`src/rtl/pipelined_adder_n.sv`:
```
// Pipelined WIDTH-bit adder/subtractor: the carry chain is cut into STAGES registered chunks
// with a per-stage valid/ready handshake, so bubbles collapse and backpressure ripples back.
module pipelined_adder_n #(
  parameter int WIDTH  = 32,
  parameter int STAGES = 4
) (
  input  logic                             clk,
  input  logic                             rst_n,
  input  logic                             in_valid,
  output logic                             in_ready,
  input  logic [WIDTH-1:0]                 a,
  input  logic [WIDTH-1:0]                 b,
  input  logic                             cin,
  input  logic                             sub,
  output logic                             out_valid,
  input  logic                             out_ready,
  output logic [WIDTH-1:0]                 sum,
  output logic                             cout,
  output logic                             ovf,
  output logic [$clog2(STAGES+1)-1:0]      occupancy
);

  localparam int CHUNK = WIDTH / STAGES;
  localparam int OCC_W = $clog2(STAGES + 1);

  logic             accept;
  logic             out_fire;
  logic [OCC_W-1:0] occ_q;
  logic [OCC_W-1:0] occ_d;

  for (genvar gi = 0; gi < STAGES; gi++) begin : g_stage
    localparam int LO   = gi * CHUNK;
    localparam int HI   = LO + CHUNK;
    localparam int IN_W = WIDTH - LO;

    // Operands arriving here are only the not-yet-consumed upper bits; s_q holds the finished low bits.
    logic [IN_W-1:0] a_in;
    logic [IN_W-1:0] b_in;
    logic            c_in;
    logic            v_in;
    logic            down_ready;
    logic            load;
    logic            move;
    logic            capture;
    logic [CHUNK:0]  chunk_sum;
    logic [HI-1:0]   s_new;
    logic [HI-1:0]   s_q;
    logic [HI-1:0]   s_d;
    logic            valid_q;
    logic            valid_d;
    logic            carry_q;
    logic            carry_d;

    if (gi == 0) begin : g_first
      assign a_in  = a;
      assign b_in  = sub ? ~b : b;
      assign c_in  = sub ? ~cin : cin;
      assign v_in  = accept;
      assign s_new = chunk_sum[CHUNK-1:0];
    end else begin : g_next
      assign a_in  = g_stage[gi-1].g_pass.a_q;
      assign b_in  = g_stage[gi-1].g_pass.b_q;
      assign c_in  = g_stage[gi-1].carry_q;
      assign v_in  = g_stage[gi-1].move;
      assign s_new = {chunk_sum[CHUNK-1:0], g_stage[gi-1].s_q};
    end

    assign chunk_sum = {1'b0, a_in[CHUNK-1:0]} + {1'b0, b_in[CHUNK-1:0]} + {{CHUNK{1'b0}}, c_in};
    assign load      = !valid_q || down_ready;
    assign move      = valid_q && down_ready;
    assign capture   = load && v_in;

    always_comb begin
      valid_d = load ? v_in : valid_q;
      s_d     = capture ? s_new : s_q;
      carry_d = capture ? chunk_sum[CHUNK] : carry_q;
    end

    always_ff @(posedge clk or negedge rst_n) begin
      if (!rst_n) begin
        valid_q <= 1'b0;
        s_q     <= '0;
        carry_q <= 1'b0;
      end else begin
        valid_q <= valid_d;
        s_q     <= s_d;
        carry_q <= carry_d;
      end
    end

    if (gi == STAGES - 1) begin : g_tail
      logic ovf_q;
      logic ovf_d;

      assign down_ready = out_ready;

      // Carry into the MSB is recovered from the MSB sum bit and its two operand bits.
      always_comb begin
        ovf_d = ovf_q;
        if (capture) begin
          ovf_d = a_in[CHUNK-1] ^ b_in[CHUNK-1] ^ chunk_sum[CHUNK-1] ^ chunk_sum[CHUNK];
        end
      end

      always_ff @(posedge clk or negedge rst_n) begin
        if (!rst_n) begin
          ovf_q <= 1'b0;
        end else begin
          ovf_q <= ovf_d;
        end
      end
    end else begin : g_pass
      localparam int REM_W = IN_W - CHUNK;

      logic [REM_W-1:0] a_q;
      logic [REM_W-1:0] a_d;
      logic [REM_W-1:0] b_q;
      logic [REM_W-1:0] b_d;

      assign down_ready = g_stage[gi+1].load;

      always_comb begin
        a_d = capture ? a_in[IN_W-1:CHUNK] : a_q;
        b_d = capture ? b_in[IN_W-1:CHUNK] : b_q;
      end

      always_ff @(posedge clk or negedge rst_n) begin
        if (!rst_n) begin
          a_q <= '0;
          b_q <= '0;
        end else begin
          a_q <= a_d;
          b_q <= b_d;
        end
      end
    end
  end

  assign in_ready  = rst_n && g_stage[0].load;
  assign accept    = in_valid && in_ready;
  assign out_fire  = g_stage[STAGES-1].move;
  assign out_valid = g_stage[STAGES-1].valid_q;
  assign sum       = g_stage[STAGES-1].s_q;
  assign cout      = g_stage[STAGES-1].carry_q;
  assign ovf       = g_stage[STAGES-1].g_tail.ovf_q;
  assign occupancy = occ_q;

  always_comb begin
    occ_d = occ_q;
    case ({accept, out_fire})
      2'b10:   occ_d = occ_q + OCC_W'(1);
      2'b01:   occ_d = occ_q - OCC_W'(1);
      default: occ_d = occ_q;
    endcase
  end

  always_ff @(posedge clk or negedge rst_n) begin
    if (!rst_n) begin
      occ_q <= '0;
    end else begin
      occ_q <= occ_d;
    end
  end

endmodule
```
`config.mk`:
```
export PLATFORM = sky130hd
export DESIGN_NAME = pipelined_adder_n
export DESIGN_NICKNAME = d
export VERILOG_FILES = /design/src/rtl/pipelined_adder_n.sv
export SDC_FILE = /design/constraint.sdc
export NUM_CORES = 1
export LEC_CHECK = 0
export CORE_AREA = 2 2 103 179
export DETAILED_ROUTE_END_ITERATION = 10
export DIE_AREA = 0 0 105 181
export PLACE_DENSITY = 0.75
export SLEW_MARGIN = 20
export SYNTH_ARGS = -nofsm -noshare
export SYNTH_HDL_FRONTEND = slang
export SYNTH_SLANG_ARGS = --single-unit
```
`constraint.sdc`:
```
create_clock -name clk -period 2.2 [get_ports clk]
set_clock_uncertainty 0.05 [all_clocks]
set_input_delay 0.22 -clock clk [delete_from_list [all_inputs] [get_ports clk]]
set_output_delay 0.22 -clock clk [all_outputs]
set_load 0.05 [all_outputs]
```
==> impl_metrics.csv <==
group,metric,value,unit
cells_and_area,final_common_cell,"dfrtp_1",
outcome,outcome,"finished, final reports clean",
worst_setup_path,crit_arrival,2450,ps
worst_setup_path,worstPathMaxFanout,3,
cells_and_area,stdcell_area,10800,um^2
grt,grt_max_degree,92,
yosys,async_flop_share,100,%
pwr,internal_power,8.70,mW
yosys,ys_seq_area_share,54.7,%
clock_tree,clock-sinks,188,
yosys,synth_flop_cell,"dfrtp_1",
cells_and_area,areaGrowthSynthToFinish,25.5,%
pwr,pwr-share-seq,38.9,%
pwr,power_density,1250,nW/um^2
sta,hold_viol,0,
sta,hold-worst-slack,122,ps
min_path,min_path_type,"input pin to async pin",
yosys,syn_nets,789,
die,pin_count,109,
cells_and_area,drive_above_1_share,26.7,%
grt,grt_util_met2,34.9,%
clock_tree,cts-root-buf,"clkbuf_16",
grt,grtUsageMet1,21.2,%
placed_design,place_ws,-364,ps
grt,grt_pass1_vias,6052,
die,dieArea,19000,um^2
yosys,synthDistinctLibCells,49,
die,fp.dieW,105,um
worst_setup_path,critical_path_class,"flop to flop",
cells_and_area,num_antenna_cells,0,
cells_and_area,final_util,61.9,%
drt,final_antenna_net_count,0,
grt,grt_antenna_before_repair,0,
yosys,ys_seq_elements,188,
sta,rsz0062_at_grt,"true",
yosys,synth_edf_count,0,
pwr,worst_ir_drop_vdd,0.000561,V
pwr,switching_share,35.4,%
sta,fmax,463,MHz
drt,dr.pass1.iters,4,
grt,track_usage,19.0,%
yosys,synthCells,681,
pwr,power_frac_comb,37.7,%
placed_design,place_area,10100,um^2
worst_setup_path,startpoint_type,"flop",
yosys,synthesis.area,8610,um^2
die,start_util,49.3,%
die,coreArea,17500,um^2
worst_setup_path,crit_chain,"fa_2 -> inv_2 -> fa_2 -> nor2b_2 -> o31a_1 -> o21a_1 -> o21a_1 -> o31ai_2",
clock_tree,clk_pin_slew,70,ps
sta,fin_ws,38.7,ps
yosys,synth-warning-count,0,
worst_setup_path,cp-end-kind,"flop",
clock_tree,cts_tree,"yes",
sta,period_needed,2160,ps
sta,tightest_slew,805,ps
die,rows,64,
pwr,switching_power,4.77,mW
drt,vias_per_cell,5.26,
yosys,syn_area_per_cell,12.6,um^2
placed_design,place_congestion,0.845,
grt,gr-usage-met3,3.57,%
drt,drtIter0Drc,287,
grt,top_usage_layer,"met2",
placed_design,portBuffers,108,
cells_and_area,layout_common_cells,"187 x dfrtp_1, 124 x mux2_2, 105 x clkdlybuf4s50_1, 58 x nand2_1, 53 x o21ai_0",
pwr,leakage,4.80,nW
cells_and_area,finalNetCount,921,
sta,setup_violations,0,
drt,drc,0,
clock_tree,ctsHtreeMaxLevel,4,
sta,slew_viol_final,0,
placed_design,hpwl,12.4,mm
grt,overflow,0,
worst_setup_path,cpPeakStageDelay,440,ps
clock_tree,clk_latency,430,ps
sta,relSlewSlack,46.3,%
die,die_height,181,um
drt,dr_total_vias,5553,
grt,grt_pass1_wl,28.9,mm
drt,routedWlPerCell,16.3,um
worst_setup_path,worstPathRequired,2480,ps
worst_setup_path,slowest_stage,"fa_2",
sta,timing.final.crit_share,98.2,%
pwr,p_clk_share,23.3,%
drt,routed_wl,17.2,mm
flow_run,maxCapViolCount,0,
clock_tree,numCtsBuffers,17,
clock_tree,cts_buffer_depth,2,
layout make-up:
| cell class | instances | area, um^2 |
|---|---|---|
| clock buffers | 19 | 443 |
| clock inverters | 12 | 164 |
| fillers | 1403 | 6660 |
| inverters | 26 | 97.6 |
| multi-input cells | 438 | 3700 |
| flip-flops and latches | 188 | 4710 |
| well taps | 231 | 289 |
| repair buffers | 142 | 1400 |
Yosys cell counts, types with 2 or more instances:
library cell	number	area share (%)
a211oi_1	7	0.61
a21o_1	6	0.52
a21oi_1	13	0.76
a31oi_1	2	0.15
and2_1	2	0.15
buf_2	17	0.99
buf_4	4	0.35
buf_6	4	0.52
clkbuf_1	3	0.13
dfrtp_1	188	55
fa_1	9	2.1
ha_1	29	4.2
inv_1	26	1.1
mux2_2	124	16
nand2_1	61	2.7
nand2b_1	6	0.44
nand3_1	3	0.17
nand4_1	2	0.15
nor2_1	8	0.35
nor2b_1	5	0.36
nor3_1	7	0.41
nor3b_1	2	0.17
o211ai_1	3	0.26
o21a_1	10	0.87
o21ai_0	53	3.1
o21ai_1	3	0.17
o21bai_1	2	0.17
o31a_1	3	0.31
o31ai_1	8	0.70
or2_2	3	0.22
or3_1	2	0.15
xnor2_1	28	2.8
xor2_1	22	2.2
final timing paths:
kind | from | end | slack [ps] | cells after the start
setup / recovery | g_stage[2].g_pass.b_q[0]$_DFFE_PN0P_ | sum[30]$_DFFE_PN0P_ | 40 | 8
hold / removal | rst_n | g_stage[0].s_q[0]$_DFFE_PN0P_ | 120 | 2
setup reg to reg | g_stage[2].g_pass.b_q[0]$_DFFE_PN0P_ | sum[30]$_DFFE_PN0P_ | 40 | 8
hold reg to reg | g_stage[2].s_q[19]$_DFFE_PN0P_ | g_stage[2].s_q[19]$_DFFE_PN0P_ | 430 | 2
max in group asynchronous | rst_n | sum[17]$_DFFE_PN0P_ | 580 | 4
min in group clk | sub | g_stage[0].g_pass.b_q[22]$_DFFE_PN0P_ | 340 | 4
state kept, by name (all words and copies together), names as in the netlist:
signal,flops
ovf,1
g_stage.g_pass.a_q,48
g_stage.valid_q,3
out_valid,1
g_stage.g_pass.b_q,48
g_stage.carry_q,3
cout,1
g_stage.s_q,48
occupancy,3
sum,32
timing repair:
action                                 CTS  global route
hold buffers                             1             0
endpoints found under the hold margin   34             0
setup endpoints to repair                5             5
pin swaps                                2             2
setup buffers                            1             1
gates resized for setup                  7             8
through the flow:
| stage | std cells | TNS (ps) | total power, mW |
|---|---|---|---|
| 6_report | 1056 | 0 | 13.5 |
| 5_1_grt | 1056 | -29.2 | 14.2 |
| 4_1_cts | 1055 | 0 | 13.6 |
| 3_5_place_dp | 1022 | -1320 | 10.3 |
| 3_3_place_gp | 1022 | -627 | 10.1 |
| 2_1_floorplan | 681 | -128 | 8.63 |
per-layer routing:
metal / up-vias / part of all wire (%)
met5: - / 0
met4: 0 / 2.7
met3: 29 / 2.8
met2: 108 / 56
met1: 2791 / 39
li1: 2625 / -
power groups by stage:
stage | combinational (mW) | sequential, mW | clock, mW
after global routing | 5.48 | 5.39 | 3.36
after global placement | 4.82 | 5.25 | 0
after detailed placement | 5.00 | 5.32 | 0
after CTS | 5.09 | 5.26 | 3.21
after floorplan | 2.41 | 6.22 | 0
final | 5.09 | 5.24 | 3.14
kinds of logic (layout without fill, tap and decap cells):
logic type	after synthesis	count (layout)	synth area share, %
AOI/OAI and AO/OA	118	118	8.58
DFF	188	188	54.7
buffers and inverters	55	199	3.18
and+or+nand+nor	107	107	5.84
adders and majority gates	38	38	6.31
xor gates and xnor gates	50	50	5.09
muxes	125	125	16.3
worst max-delay path, delay by kind of cell (launching register included):
family          cells  cell delay (ps)
compound gates      4              850
fa+ha+maj           2              650
buf+inv             1               80
flops               1              410
simple gates        1               50
Power figures use the tool's default switching activity.
